$ cat src/rtl/trace_capture_if.sv
// Read-side stream of the trace capture FIFO.
//   rd_valid : head entry is present on rd_data
//   rd_ready : consumer takes the head entry this cycle
//   rd_data  : head entry packed as {command[22:0], bus[15:0]}
// The master modport is the FIFO side; the slave modport is the consumer.
interface trace_capture_if;
  localparam int unsigned DATA_W = 39;

  logic              rd_valid;
  logic              rd_ready;
  logic [DATA_W-1:0] rd_data;

  modport master (output rd_valid, output rd_data, input rd_ready);
  modport slave  (input rd_valid, input rd_data, output rd_ready);
endinterface

$ cat src/rtl/trace_capture.sv
// Captures {command, bus} snapshots of an observed processor into a show-ahead
// FIFO. A start pulse arms capture: the first armed cycle always records one
// entry, and later cycles record an entry only when command changes. A stop
// pulse disarms capture. Pushes into a full FIFO with no same-cycle pop are
// dropped and counted.
// Ports:
//   clk, rst         : single clock, synchronous active-high reset
//   start, stop      : single-cycle arm / disarm pulses
//   command, bus     : observed processor control word and data bus
//   rd               : show-ahead read stream (trace_capture_if.master)
//   level            : FIFO occupancy
//   full, empty      : FIFO status flags
//   overflow_cnt     : dropped captures, saturating at 255
//   armed            : capture is active (FIRST or RUN)
module trace_capture #(
  parameter int unsigned DEPTH = 8
) (
  input  logic                    clk,
  input  logic                    rst,
  input  logic                    start,
  input  logic                    stop,
  input  logic [22:0]             command,
  input  logic [15:0]             bus,
  trace_capture_if.master         rd,
  output logic [$clog2(DEPTH):0]  level,
  output logic                    full,
  output logic                    empty,
  output logic [7:0]              overflow_cnt,
  output logic                    armed
);

  localparam int unsigned CMD_W = 23;
  localparam int unsigned BUS_W = 16;
  localparam int unsigned ENT_W = CMD_W + BUS_W;
  localparam int unsigned AW    = $clog2(DEPTH);
  localparam int unsigned LW    = AW + 1;
  localparam int unsigned OVF_W = 8;

  typedef enum logic [1:0] {
    IDLE  = 2'd0,
    FIRST = 2'd1,
    RUN   = 2'd2
  } state_t;

  state_t             state;
  state_t             state_nxt;
  logic               push_req;
  logic [CMD_W-1:0]   prev_cmd;

  logic [ENT_W-1:0]   mem [DEPTH];
  logic [AW-1:0]      wr_ptr;
  logic [AW-1:0]      rd_ptr;
  logic               pop;
  logic               push_ok;
  logic               drop;

  // State register and last-seen command (held while idle).
  always_ff @(posedge clk) begin
    if (rst) begin
      state    <= IDLE;
      prev_cmd <= '0;
    end else begin
      state <= state_nxt;
      if (state != IDLE) begin
        prev_cmd <= command;
      end
    end
  end

  // Next state and push request; stop always wins while armed.
  always_comb begin
    state_nxt = state;
    push_req  = 1'b0;
    case (state)
      IDLE: begin
        if (start) begin
          state_nxt = FIRST;
        end
      end
      FIRST: begin
        if (stop) begin
          state_nxt = IDLE;
        end else begin
          push_req  = 1'b1;
          state_nxt = RUN;
        end
      end
      RUN: begin
        if (stop) begin
          state_nxt = IDLE;
        end else begin
          push_req = (command != prev_cmd);
        end
      end
      default: begin
        state_nxt = IDLE;
      end
    endcase
  end

  assign armed = (state != IDLE);

  // A pop frees a slot in the same cycle, so a full FIFO still accepts a push
  // when the head is being consumed (the write lands in the slot just read).
  assign pop     = !empty && rd.rd_ready;
  assign push_ok = push_req && (!full || pop);
  assign drop    = push_req && full && !pop;

  // Entry storage; contents are don't-care after reset.
  always_ff @(posedge clk) begin
    if (!rst && push_ok) begin
      mem[wr_ptr] <= {command, bus};
    end
  end

  // Pointers wrap naturally since DEPTH is a power of two.
  always_ff @(posedge clk) begin
    if (rst) begin
      wr_ptr       <= '0;
      rd_ptr       <= '0;
      level        <= '0;
      overflow_cnt <= '0;
    end else begin
      if (push_ok) begin
        wr_ptr <= wr_ptr + AW'(1);
      end
      if (pop) begin
        rd_ptr <= rd_ptr + AW'(1);
      end
      if (push_ok && !pop) begin
        level <= level + LW'(1);
      end else if (!push_ok && pop) begin
        level <= level - LW'(1);
      end
      if (drop && (overflow_cnt != {OVF_W{1'b1}})) begin
        overflow_cnt <= overflow_cnt + OVF_W'(1);
      end
    end
  end

  assign full        = (level == LW'(DEPTH));
  assign empty       = (level == '0);
  assign rd.rd_valid = !empty;
  assign rd.rd_data  = mem[rd_ptr];

endmodule

$ cat src/flat_wrapper.sv
// flat-port wrapper written by rule: the top's interface ports become plain ports
module trace_capture_flat 
#(
  parameter int unsigned DEPTH = 8
)
  (clk, rst, start, stop, command, bus, level, full, empty, overflow_cnt, armed, rd_rd_valid, rd_rd_data, rd_rd_ready);
  trace_capture_if rd_i ();
  input  logic clk;
  input  logic rst;
  input  logic start;
  input  logic stop;
  input  logic [22:0] command;
  input  logic [15:0] bus;
  output logic [$clog2(DEPTH):0] level;
  output logic full;
  output logic empty;
  output logic [7:0] overflow_cnt;
  output logic armed;
  output wire logic [$bits(rd_i.rd_valid)-1:0] rd_rd_valid;
  output wire logic [$bits(rd_i.rd_data)-1:0] rd_rd_data;
  input wire logic [$bits(rd_i.rd_ready)-1:0] rd_rd_ready;
  assign rd_rd_valid = rd_i.rd_valid;
  assign rd_rd_data = rd_i.rd_data;
  assign rd_i.rd_ready = rd_rd_ready;
  trace_capture #(.DEPTH(DEPTH)) u_core (.clk(clk), .rst(rst), .start(start), .stop(stop), .command(command), .bus(bus), .rd(rd_i), .level(level), .full(full), .empty(empty), .overflow_cnt(overflow_cnt), .armed(armed));
endmodule
$ cat config.mk
export PLATFORM = sky130hd
export DESIGN_NAME = trace_capture_flat
export DESIGN_NICKNAME = d
export VERILOG_FILES = /design/src/rtl/trace_capture_if.sv /design/src/rtl/trace_capture.sv /design/src/flat_wrapper.sv
export SDC_FILE = /design/constraint.sdc
export NUM_CORES = 1
export LEC_CHECK = 0
export ABC_AREA = 1
export CORE_MARGIN = 1
export CORE_UTILIZATION = 36
export DETAILED_ROUTE_END_ITERATION = 10
export GPL_ROUTABILITY_DRIVEN = 0
export PLACE_DENSITY = 0.6
export SETUP_SLACK_MARGIN = 0.4
export SYNTH_ARGS = -nofsm -noshare
export SYNTH_HDL_FRONTEND = slang
export SYNTH_SLANG_ARGS = --single-unit
$ cat constraint.sdc
create_clock -name clk -period 10.4 [get_ports clk]
set_input_delay 2.08 -clock clk [delete_from_list [all_inputs] [get_ports clk]]
set_output_delay 2.08 -clock clk [all_outputs]
set_load 0.01 [all_outputs]
[Word level (Yosys, flattened, before mapping)]
Memory sizes are Yosys's and may differ from the RTL's. A register that Yosys moved wholly into a read port is not among the register bits.
Index checks and enable logic that the tools add are counted.
Operators by class
  shift-type cells: 0
  mux-type cells: 13
  eq/ne operators: 7
  bitwise operators: 0
  add/subtract/negate cells: 5
  multiply operators: 0
  magnitude comparators: 0
  reduce and logical (&&, ||, !) cells: 19
  div/mod/pow operators: 0
Operator list (number)
  inequality test 23 bit: 1
  adder 8 x 1 -> 8 bit (second input constant): 1
  logical AND 1 bit: 8
  two-way mux 4 bit: 2
  inequality test 8 bit (second input constant): 1
  adder 3 x 1 -> 3 bit (second input constant): 2
  two-way mux 2 bit: 3
  two-way mux 3 bit: 2
  case mux 2 bit (3 select lines): 1
  logical NOT 1 bit: 5
  adder 4 x 1 -> 4 bit (second input constant): 1
  == test 4 bit (second input constant): 1
  logical NOT 4 bit: 1
  two-way mux 1 bit: 4
  inequality test 2 bit (second input constant): 2
  nonzero test 2 bit: 2
  subtractor 4 x 1 -> 4 bit (second input constant): 1
  == test 2 x 1 -> 1 bit (second input constant): 1
  == test 2 bit (second input constant): 1
  logical NOT 2 bit: 1
  case mux 1 bit (2 select lines): 1
  AND reduction 2 bit: 1
  logical OR 1 bit: 1
Word-level totals
  output and inout port bits: 55
  input bits: 44
  ROM bits: 0
  RAM bits: 312
  memories: 1
  flip-flop bits (word level): 43
  bits in latches: 0
  word-level logic and storage cells: 51
Memory list
  u_core.mem: depth 8, width 39, rd ports 1, clocked after Yosys merged registers in 1, wr ports 1, line trace_capture.sv:50  | logic [ENT_W-1:0] mem [DEPTH];

[Logic depth before layout (Yosys ltp)]
Gate-level depths: netlist (run 1).
  word-level depth: 9
  depth in mapped cells: 21
  gate-level depth less buffers: 21

[Worst setup path after synthesis (run 1)]
No wires, ideal clock.
  path type: input to register
  start: in command[11]
  end: mem u_core.mem[1][0] (netlist bit), enable pin
  data arrival time: 4.506 ns
  path slack: 5.458 ns
  path buffers: 1
  required time: 9.965 ns
  stages: 12
  setup time: 0.435 ns
  path through: nand2_1 -> inv_1 -> nor2_1 -> nor2_1 -> nand2_1 -> nor2_1 -> nand3_1 -> nand2_1 -> nand2_1 -> buf_6 -> nand4_1 -> nor2_1
On the way
  cells in the longest elaborated chain, start to end: 7
RTL lines
  start: declaration: line flat_wrapper.sv:12  | input logic [22:0] command;
  inequality test 23 bit: line trace_capture.sv:92  | push_req = (command != prev_cmd);
  two-way mux 1 bit: line trace_capture.sv:89  | if (stop) begin
  case mux 1 bit (2 select lines): line trace_capture.sv:74  | case (state)
  logical AND 1 bit: line trace_capture.sv:106  | assign push_ok = push_req && (!full || pop);
  logical AND 1 bit: line trace_capture.sv:111  | if (!rst && push_ok) begin
  two-way mux 1 bit: line trace_capture.sv:111
  two-way mux 1 bit (implied by the code): line trace_capture.sv:112  | mem[wr_ptr] <= {command, bus};
  end: declaration: line trace_capture.sv:50
No other way between the ends.

==> key figures, run 1 <==
Status
  – Status: finished clean

Yosys
  – Mapped Cells: 1,250
  – Yosys top cell by area: edfxtp_1
  – Proportion of synthesized area in mux cells: 0%
  – Number of synthesized register bits: 358
  – Net count after synthesis: 1,304
  – Post-Synth Adder-Cell Area: 0.921%
  – Main combinational cell family by area after synthesis: simple AND/OR/NAND/NOR gates
  – Share of the synthesized area in the top cell type: 65.1%
  – YS warnings: 0
  – Post-Synth XOR/XNOR Area: 0.730%
  – Top post-synthesis cells by area: edfxtp_1, nor2_1, o21ai_0, dfxtp_1, nand2_1
  – Register area share after synthesis: 71.5%
  – Cell variety after synth: 31
  – Post-synthesis simple-gate area fraction: 12.2%
  – Mapped Area: 0.0144 mm2
  – Compound-cell area share of the yosys netlist: 11.0%
  – Mean Syn Cell Area: 11.5 um2

Clocking
  – Clock latency on the worst-skew pair: 0.54 ns
  – Clock sinks: 358
  – Clock transition at path regs: 0.06 ns
  – H-tree levels: 2
  – Bufs on Longest Clock Path: 3
  – Hold Buf Count CTS: 0
  – Root buf cell: clkbuf_16
  – Post-CTS resize count: 0
  – CTS buffer count: 39
  – Clock tree from TritonCTS: built
  – Setup repair bufs after CTS: 0

Worst setup path
  – Worst setup endpoint: rd_rd_data[38]
  – CP bufs+invs: 3
  – Flop-to-flop setup slack: 7.19 ns
  – Crit-path leading delay family: buffers and inverters
  – R2r worst-path depth: 21
  – Total stage count of the critical path: 7
  – Max FO, Critical Path: 88
  – Reg2Reg Capture Point: u_core.level[3]
  – Critical-path top delay cell: inv_4
  – Worst Setup Start Kind: register
  – CP Data Arrival Time: 4.06 ns
  – Crit end category: primary output
  – CP peak stage delay: 0.70 ns
  – R2r startpoint: u_core.prev_cmd[0]
  – Ordered list of cells on the worst path: inv_4 > buf_4 > o21ai_0 > o22ai_1 > nor2_1 > a31oi_1 > clkdlybuf4s50_1
  – Critical path type: register to primary output
  – CP required: 8.32 ns

Layout
  – Layout fillers: 3,566
  – Syn-to-layout area delta: 18.8%
  – Post-Layout Inst Area: 0.0171 mm2
  – Inserted Diodes: 0
  – Share of layout cells above drive strength 1: 6.67%
  – Multi-input logic area: 0.00364 mm2
  – Final #Nets: 1,389
  – Layout Cells excl Fill: 1,882
  – FF/Latch Area: 0.0103 mm2

Die
  – Die X-Extent: 202 um
  – Vert. Die Dim: 202 um
  – Core ar.: 0.0390 mm2
  – Number of I/O pins: 99
  – Die Area: 0.0408 mm2
  – Cell Rows: 72
  – Effective utilization at floorplan: 36.9%

Place
  – IO Port Bufs: 98
  – Placed inst area: 0.0159 mm2
  – Placed Cells: 1,812
  – Post-DP HPWL: 17.1 mm

Timing
  – Setup TNS: 0 ns
  – Max_slew headroom: 32.7%
  – Slew @ Worst Pin: 1.01 ns
  – Final setup violation count: 0
  – Fin. Hold Viols: 0
  – Fin crit share: 59.0%
  – Final slew viol count: 0
  – Setup Skew: 0.0180 ns
  – Post-layout min period: 6.14 ns
  – Fmax: 163 MHz
  – RSZ-0062 raised after global routing: false

GRT
  – Pin count of the biggest net entering global routing: 93
  – Vias in the first global route: 8,961
  – Initial antenna violation count: 4
  – Total track usage: 16.3%
  – First-pass GRT wire length: 51.2 mm
  – Grt total ovfl: 0

Drt
  – Final WL: 33.5 mm
  – Routed vias: 9,381
  – 1st-iter DRT viols: 613
  – WL/cell: 17.8 um
  – ANT nets after route: 0
  – Detailed-route vias per instance: 4.98
  – DR pass1 iterations: 5
  – Residual DRC: 0

Power and ir drop
  – Leakage: 0.00586 uW
  – Max VDD drop: 0.160 mV
  – PD cells: 235 mW/mm2

Min path
  – Min-Delay Path Class: register to register

Job
  – Max_cap viols: 0
worst min-delay path by stage:
| stage | start | to | slack [ns] | depth (start not counted) |
|---|---|---|---|---|
| 2_1_floorplan | u_core.rd_ptr[2] | register | 0.43 | 2 |
| 3_3_place_gp | u_core.rd_ptr[2] | u_core.rd_ptr[2] | 0.44 | 2 |
| 3_5_place_dp | u_core.prev_cmd[7] | u_core.prev_cmd[7] | 0.46 | 2 |
| 4_1_cts | u_core.prev_cmd[7] | u_core.prev_cmd[7] | 0.47 | 2 |
| 5_1_grt | u_core.prev_cmd[13] | u_core.prev_cmd[13] | 0.48 | 2 |
| 6_report | u_core.rd_ptr[2] | u_core.rd_ptr[2] | 0.46 | 2 |
area by class of cell:
type | count | area share [%]
inverters | 58 | 1.29
well taps | 518 | 3.79
flip-flops and latches | 358 | 60.2
repair buffers | 114 | 6.44
clock buffers | 52 | 6.11
multi-input cells | 764 | 21.3
clock inverters | 18 | 0.900
routing by layer:
layer / vias to the layer above / global-route usage (%) / share of wire, %
met1: 4559 / 21.4 / 45
met4: 6 / 4.38 / 1.9
met3: 51 / 3.95 / 5.6
met5: - / 0 / 0.12
met2: 193 / 26.7 / 47
li1: 4572 / - / -
cells by family (layout without fill, tap and decap cells):
kind of cell               count (synthesis)  count (layout)
AOI/OAI and AO/OA                        294             294
xor gates and xnor gates                  12              12
adders and majority gates                 10              10
buffers and inverters                    128             242
DFF                                      358             358
and+or+nand+nor                          448             448
synthesized netlist by cell type (all sizes together):
cell type / number
xnor2: 6
and3: 1
nor2: 347
edfxtp: 312
a211oi: 2
nand2: 78
o22ai: 39
nand4: 9
ha: 9
xor2: 6
a31oi: 40
buf: 30
a21oi: 27
dfxtp: 46
fa: 1
o21ai: 186
clkbuf: 40
nand3: 11
clkinv: 1
inv: 57
nor3: 2
worst register-to-register path, delay by kind of cell (launching register included):
family,cells,cell delay [ns]
AOI/OAI and AO/OA,3,0.42
adders and majority gates,2,0.51
buffers and inverters,3,0.27
DFF,1,0.32
and+or+nand+nor,13,1.58
where the power goes:
part           total (uW)  switching (uW)  leakage (uW)  internal (uW)
Combinational        1050             629       0.00208            421
Clock                1300             540      0.000592            759
Sequential           1670            59.3       0.00318           1610
state kept, by name, summed over array words and instances, names as in the netlist, named ones only:
name	count
u_core.prev_cmd	23
u_core.mem	312
u_core.level	4
u_core.overflow_cnt	8
u_core.state	2
u_core.rd_ptr	3
u_core.wr_ptr	3
placed cells by master (no fill, tap or decap), types with 12 or more instances in the layout:
master	count
buf_4	16
clkdlybuf4s50_1	98
nor2_1	338
dfxtp_1	44
clkbuf_1	12
clkbuf_16	40
a31oi_1	39
nand2_1	76
inv_1	54
o21ai_0	185
o22ai_1	39
edfxtp_1	312
a21oi_1	27
stage by stage:
stage               setup WS [ns]  hold WS [ns]  total power [uW]  utilization [%]
finish                       4.26         0.463              4020             43.9
global route                 4.01         0.478              4230             43.9
CTS                          4.27         0.469              4070             43.9
detailed placement           4.73         0.460              2760             40.8
global placement             4.80         0.444              2750             40.8
floorplan                    5.46         0.433              2320                -
(Power assumes the default switching activity.)
==> run 2, diff against run 1 <==
clock period = 6.3 ns   (was 10.4 ns; I/O delays follow)
==> run 2 against run 1 <==
Compared with the run above: clock power rose by 67%; non-clock buffer count rose by 5; wire length rose by 0.14%; utilization rose by 0.29 points; flip-flop and latch count did not move; first-iteration DRC count fell by 4.6%; sequential power rose by 66%; via count fell by 0.31%; combinational power rose by 65%; sequential share of layout area fell by 0.39 points; critical endpoint unchanged.
==> key figures, run 2 (synthesis gave the netlist of run 1 again) <==
Worst setup path
  – CP peak stage delay: 0.92 ns
  – Crit end category: primary output
  – Worst Setup Start Kind: register
  – CP Data Arrival Time: 3.75 ns
  – Critical path type: register to primary output
  – Max FO, Critical Path: 81
  – Critical-path top delay cell: dfxtp_4
  – Ordered list of cells on the worst path: buf_4 > o21ai_0 > o22ai_1 > nor2_1 > a31oi_1 > clkdlybuf4s50_1
  – R2r startpoint: u_core.prev_cmd[8]
  – CP required: 5.04 ns

Layout
  – Share of layout cells above drive strength 1: 7.23%
  – Layout fillers: 3,524
  – Final #Nets: 1,393
  – Top reg by flops: u_core.mem
  – Most frequent cells in the layout: nor2_1, edfxtp_1, o21ai_0
  – Commonest non-fill, non-tap cell in the layout: nor2_1
  – Max FFs per register: 312
  – Syn-to-layout area delta: 19.6%
  – Largest registers: u_core.mem x312, u_core.prev_cmd x23, u_core.overflow_cnt x8

Drt
  – Routed vias: 9,352
  – 1st-iter DRT viols: 585
  – ANT nets after route: 0
  – DR pass1 iterations: 4
  – Residual DRC: 0
  – Final WL: 33.6 mm
  – Detailed-route vias per instance: 4.95
  – WL/cell: 17.8 um

GRT
  – First-pass GRT wire length: 51.9 mm
  – Vias in the first global route: 9,134
  – Initial antenna violation count: 3
  – Pin count of the biggest net entering global routing: 97
  – Total track usage: 16.4%
  – Grt total ovfl: 0

Clocking
  – Post-CTS resize count: 0
  – H-tree levels: 2
  – CTS buffer count: 38
  – Clock sinks: 358
  – Setup repair bufs after CTS: 0
  – Clock latency on the worst-skew pair: 0.52 ns
  – Root buf cell: clkbuf_16
  – Bufs on Longest Clock Path: 3
  – Clock transition at path regs: 0.06 ns
  – Clock tree from TritonCTS: built
  – Hold Buf Count CTS: 0

Timing
  – Fin crit share: 79.5%
  – Final slew viol count: 0
  – Setup slack after layout: 1.29 ns
  – Max_slew headroom: 34.6%
  – Setup TNS: 0 ns
  – RSZ-0062 raised after global routing: false
  – Fmax: 200 MHz
  – Slew @ Worst Pin: 0.980 ns
  – Setup Skew: 0.0178 ns
  – Post-layout min period: 5.01 ns
  – Fin. Hold Viols: 0
  – WHS: 0.469 ns
  – Final setup violation count: 0

Place
  – IO Port Bufs: 98
  – Post-DP HPWL: 18.5 mm
  – Place WS: 1.38 ns

Die
  – Die X-Extent: 202 um
  – Core ar.: 0.0390 mm2
  – Die Area: 0.0408 mm2
  – Effective utilization at floorplan: 36.9%
  – Vert. Die Dim: 202 um
  – Cell Rows: 72
  – Number of I/O pins: 99

Power and ir drop
  – Leakage: 0.00590 uW
  – PD cells: 388 mW/mm2
  – Max VDD drop: 0.235 mV

Job
  – Max_cap viols: 0

Min path
  – Min-Delay Path Class: register to register
  – HP Start: u_core.prev_cmd[5]

Status
  – Status: finished clean
run 2: cell count changes in the layout (fill, tap and decap cells not counted):
cell	delta
clkinvlp_4	+1
inv_6	+1
clkinv_1	-2
diode_2	+1
buf_12	+3
clkbuf_8	+7
clkinv_2	-5
clkbuf_16	-2
clkbuf_1	-1
clkinv_4	+1
buf_4	+2
run 2: final timing paths:
kind | endpoint | slack (ns) | cells after the start
setup reg to reg | u_core.level[3] | 3.09 | 21
setup / recovery | rd_rd_data[38] | 1.29 | 6
hold reg to reg | u_core.prev_cmd[5] | 0.47 | 2
hold / removal | u_core.prev_cmd[5] | 0.47 | 2
run 2: per-stage QoR:
| step | utilization (%) | power (uW) | cell area (um2) | cells |
|---|---|---|---|---|
| 2_1_floorplan | - | 3830 | 14400 | 1250 |
| 3_3_place_gp | 41.0 | 4550 | 16000 | 1817 |
| 3_5_place_dp | 41.0 | 4570 | 16000 | 1817 |
| 4_1_cts | 44.1 | 6750 | 17200 | 1887 |
| 5_1_grt | 44.1 | 7030 | 17200 | 1887 |
| 6_report | 44.1 | 6680 | 17200 | 1888 |
run 2: critical path, delay by kind of cell (launching register included):
kind                   cells  cell delay, ns
AOI/OAI and AO/OA          3            0.77
buffers and inverters      2            1.45
DFF                        1            0.92
and+or+nand+nor            1            0.05
run 2: per-layer routing:
layer / wire length, um / global-route usage [%]
met1: 15200 / 22.1
met2: 15500 / 26.6
met3: 2190 / 3.72
met4: 584 / 4.17
met5: 32 / 0
run 2: area by class of cell:
| type | count | area (um2) | area share (%) |
|---|---|---|---|
| diodes | 1 | 2.50 | 0.0145 |
| clock buffers | 56 | 1090 | 6.32 |
| clock inverters | 14 | 146 | 0.850 |
| inverters | 58 | 220 | 1.28 |
| multi-input cells | 764 | 3640 | 21.2 |
| flip-flops and latches | 358 | 10300 | 59.8 |
| well taps | 518 | 648 | 3.76 |
| repair buffers | 119 | 1180 | 6.83 |
run 2: report_power, final:
| group | internal [uW] | leakage (uW) | switching [uW] | total, uW |
|---|---|---|---|---|
| logic | 699 | 0.00211 | 1030 | 1730 |
| clock network | 1290 | 0.000603 | 885 | 2170 |
| registers | 2660 | 0.00318 | 109 | 2770 |
==> run 3, diff against run 2 <==
clock period = 5.2 ns   (was 6.3 ns; I/O delays follow)
==> run 3 against run 2 <==
Compared with the run above: flip-flop and latch count unchanged; sequential share of layout area decreased by 0.18 points; register-to-register slack got worse by 1.1 ns; via count increased by 0.96%; power increased by 20%; hold slack got worse by 0.0053 ns; wire length increased by 1.3%; critical endpoint is now rd_rd_data[35].
==> key figures, run 3 (synthesis gave the netlist of run 1 again) <==
Timing
  – Slew @ Worst Pin: 1.13 ns
  – Setup TNS: 0 ns
  – Fin crit share: 84.7%
  – Final setup violation count: 0
  – Setup Skew: 0.0288 ns
  – Fmax: 227 MHz
  – Post-layout min period: 4.41 ns
  – RSZ-0062 raised after global routing: false
  – WHS: 0.464 ns
  – Max_slew headroom: 24.7%
  – Final slew viol count: 0
  – Fin. Hold Viols: 0

Die
  – Die X-Extent: 202 um
  – Core ar.: 0.0390 mm2
  – Cell Rows: 72
  – Number of I/O pins: 99
  – Die Area: 0.0408 mm2
  – Vert. Die Dim: 202 um
  – Effective utilization at floorplan: 36.9%

Layout
  – Most frequent cells in the layout: nor2_1, edfxtp_1, o21ai_0
  – Top reg by flops: u_core.mem
  – Max FFs per register: 312
  – Share of layout cells above drive strength 1: 6.91%
  – Inserted Diodes: 0
  – Largest registers: u_core.mem x312, u_core.prev_cmd x23, u_core.overflow_cnt x8
  – Post-Layout Inst Area: 0.0173 mm2
  – Syn-to-layout area delta: 19.9%
  – Commonest non-fill, non-tap cell in the layout: nor2_1
  – Final #Nets: 1,398

Drt
  – M1 WL: 15.4 mm
  – Top Metal Used: met5
  – WL/cell: 18.0 um
  – Residual DRC: 0
  – Met2 routed WL: 15.7 mm
  – DR pass1 iterations: 5
  – Detailed-route vias per instance: 4.99
  – Met3 WL: 1.91 mm
  – Final WL: 34.0 mm
  – Routed vias: 9,442
  – ANT nets after route: 0
  – 1st-iter DRT viols: 588

Power and ir drop
  – PD cells: 465 mW/mm2
  – Total power: 8040 uW
  – Net Sw Frac: 30.8%
  – Internal power: 5560 uW
  – Sequential Power Share: 41.6%
  – Clock power share: 31.9%
  – Max VDD drop: 0.295 mV
  – Logic gate share of total power: 26.5%
  – Net Switching: 2470 uW
  – Leakage: 0.00590 uW

Worst setup path
  – Max FO, Critical Path: 55
  – CP required: 4.16 ns
  – Critical-path top delay cell: dfxtp_4
  – Crit end category: primary output
  – Worst Setup Start Kind: register
  – Critical path type: register to primary output
  – Ordered list of cells on the worst path: buf_4 > o21ai_0 > o22ai_1 > nor2_1 > a31oi_1 > clkdlybuf4s50_1
  – CP peak stage delay: 0.77 ns
  – CP Data Arrival Time: 3.37 ns

Clocking
  – Clock tree from TritonCTS: built
  – CTS buffer count: 40
  – Bufs on Longest Clock Path: 3
  – Hold Buf Count CTS: 0
  – Post-CTS resize count: 0
  – Setup repair bufs after CTS: 0
  – Clock sinks: 358
  – Clock latency on the worst-skew pair: 0.54 ns
  – Root buf cell: clkbuf_16
  – H-tree levels: 2
  – Clock transition at path regs: 0.06 ns

Job
  – Max_cap viols: 0

GRT
  – Vias in the first global route: 9,015
  – Initial antenna violation count: 3
  – Pin count of the biggest net entering global routing: 79
  – First-pass GRT wire length: 51.9 mm
  – Grt total ovfl: 0
  – Total track usage: 16.5%

Min path
  – Min-Delay Path Class: register to register

Status
  – Status: finished clean

Place
  – Post-DP HPWL: 17.9 mm
  – IO Port Bufs: 98
  – Placed inst area: 0.0161 mm2
==> run 3: routing by layer <==
layer  track usage [%]  up-vias
li1                  -     4595
met1              22.3     4542
met2              26.3      234
met3              3.48       67
met4              5.82        4
met5                 0        -
==> run 3: area by class of cell <==
| class | instances | area (um2) |
|---|---|---|
| Clock inverter | 19 | 130 |
| Timing Repair Buffer | 122 | 1290 |
| Fill cell | 3522 | 21700 |
| Clock buffer | 53 | 1050 |
| Sequential cell | 358 | 10300 |
| Inverter | 58 | 220 |
| Multi-Input combinational cell | 764 | 3640 |
| Tap cell | 518 | 648 |
==> run 3: final timing paths <==
check,startpoint,end,slack (ns),cells after the start
setup / recovery,register,rd_rd_data[35],0.79,6
hold / removal,u_core.rd_ptr[2],register,0.46,2
setup reg to reg,u_core.prev_cmd[14],u_core.level[3],2.03,21
hold reg to reg,u_core.rd_ptr[2],register,0.46,2
==> run 3: power groups by stage <==
stage               clock network, uW  logic (uW)  registers, uW
floorplan                           0        1300           3340
global placement                    0        2120           3400
detailed placement                  0        2150           3400
CTS                              2620        2160           3340
global route                     2740        2360           3360
finish                           2570        2130           3340
==> run 3: metrics by stage <==
step | utilization (%) | instances | setup WS [ns]
2_1_floorplan | - | 1250 | 1.30
6_report | 44.3 | 1892 | 0.795
3_3_place_gp | 41.3 | 1820 | 0.623
5_1_grt | 44.3 | 1892 | 0.534
4_1_cts | 44.3 | 1892 | 0.691
3_5_place_dp | 41.3 | 1820 | 0.608
==> run 3: critical path: cells and delay by family (launching register included) <==
| kind | cells | cell delay (ns) |
|---|---|---|
| compound gates | 3 | 0.74 |
| flops | 1 | 0.77 |
| buf+inv | 2 | 1.23 |
| simple gates | 1 | 0.06 |
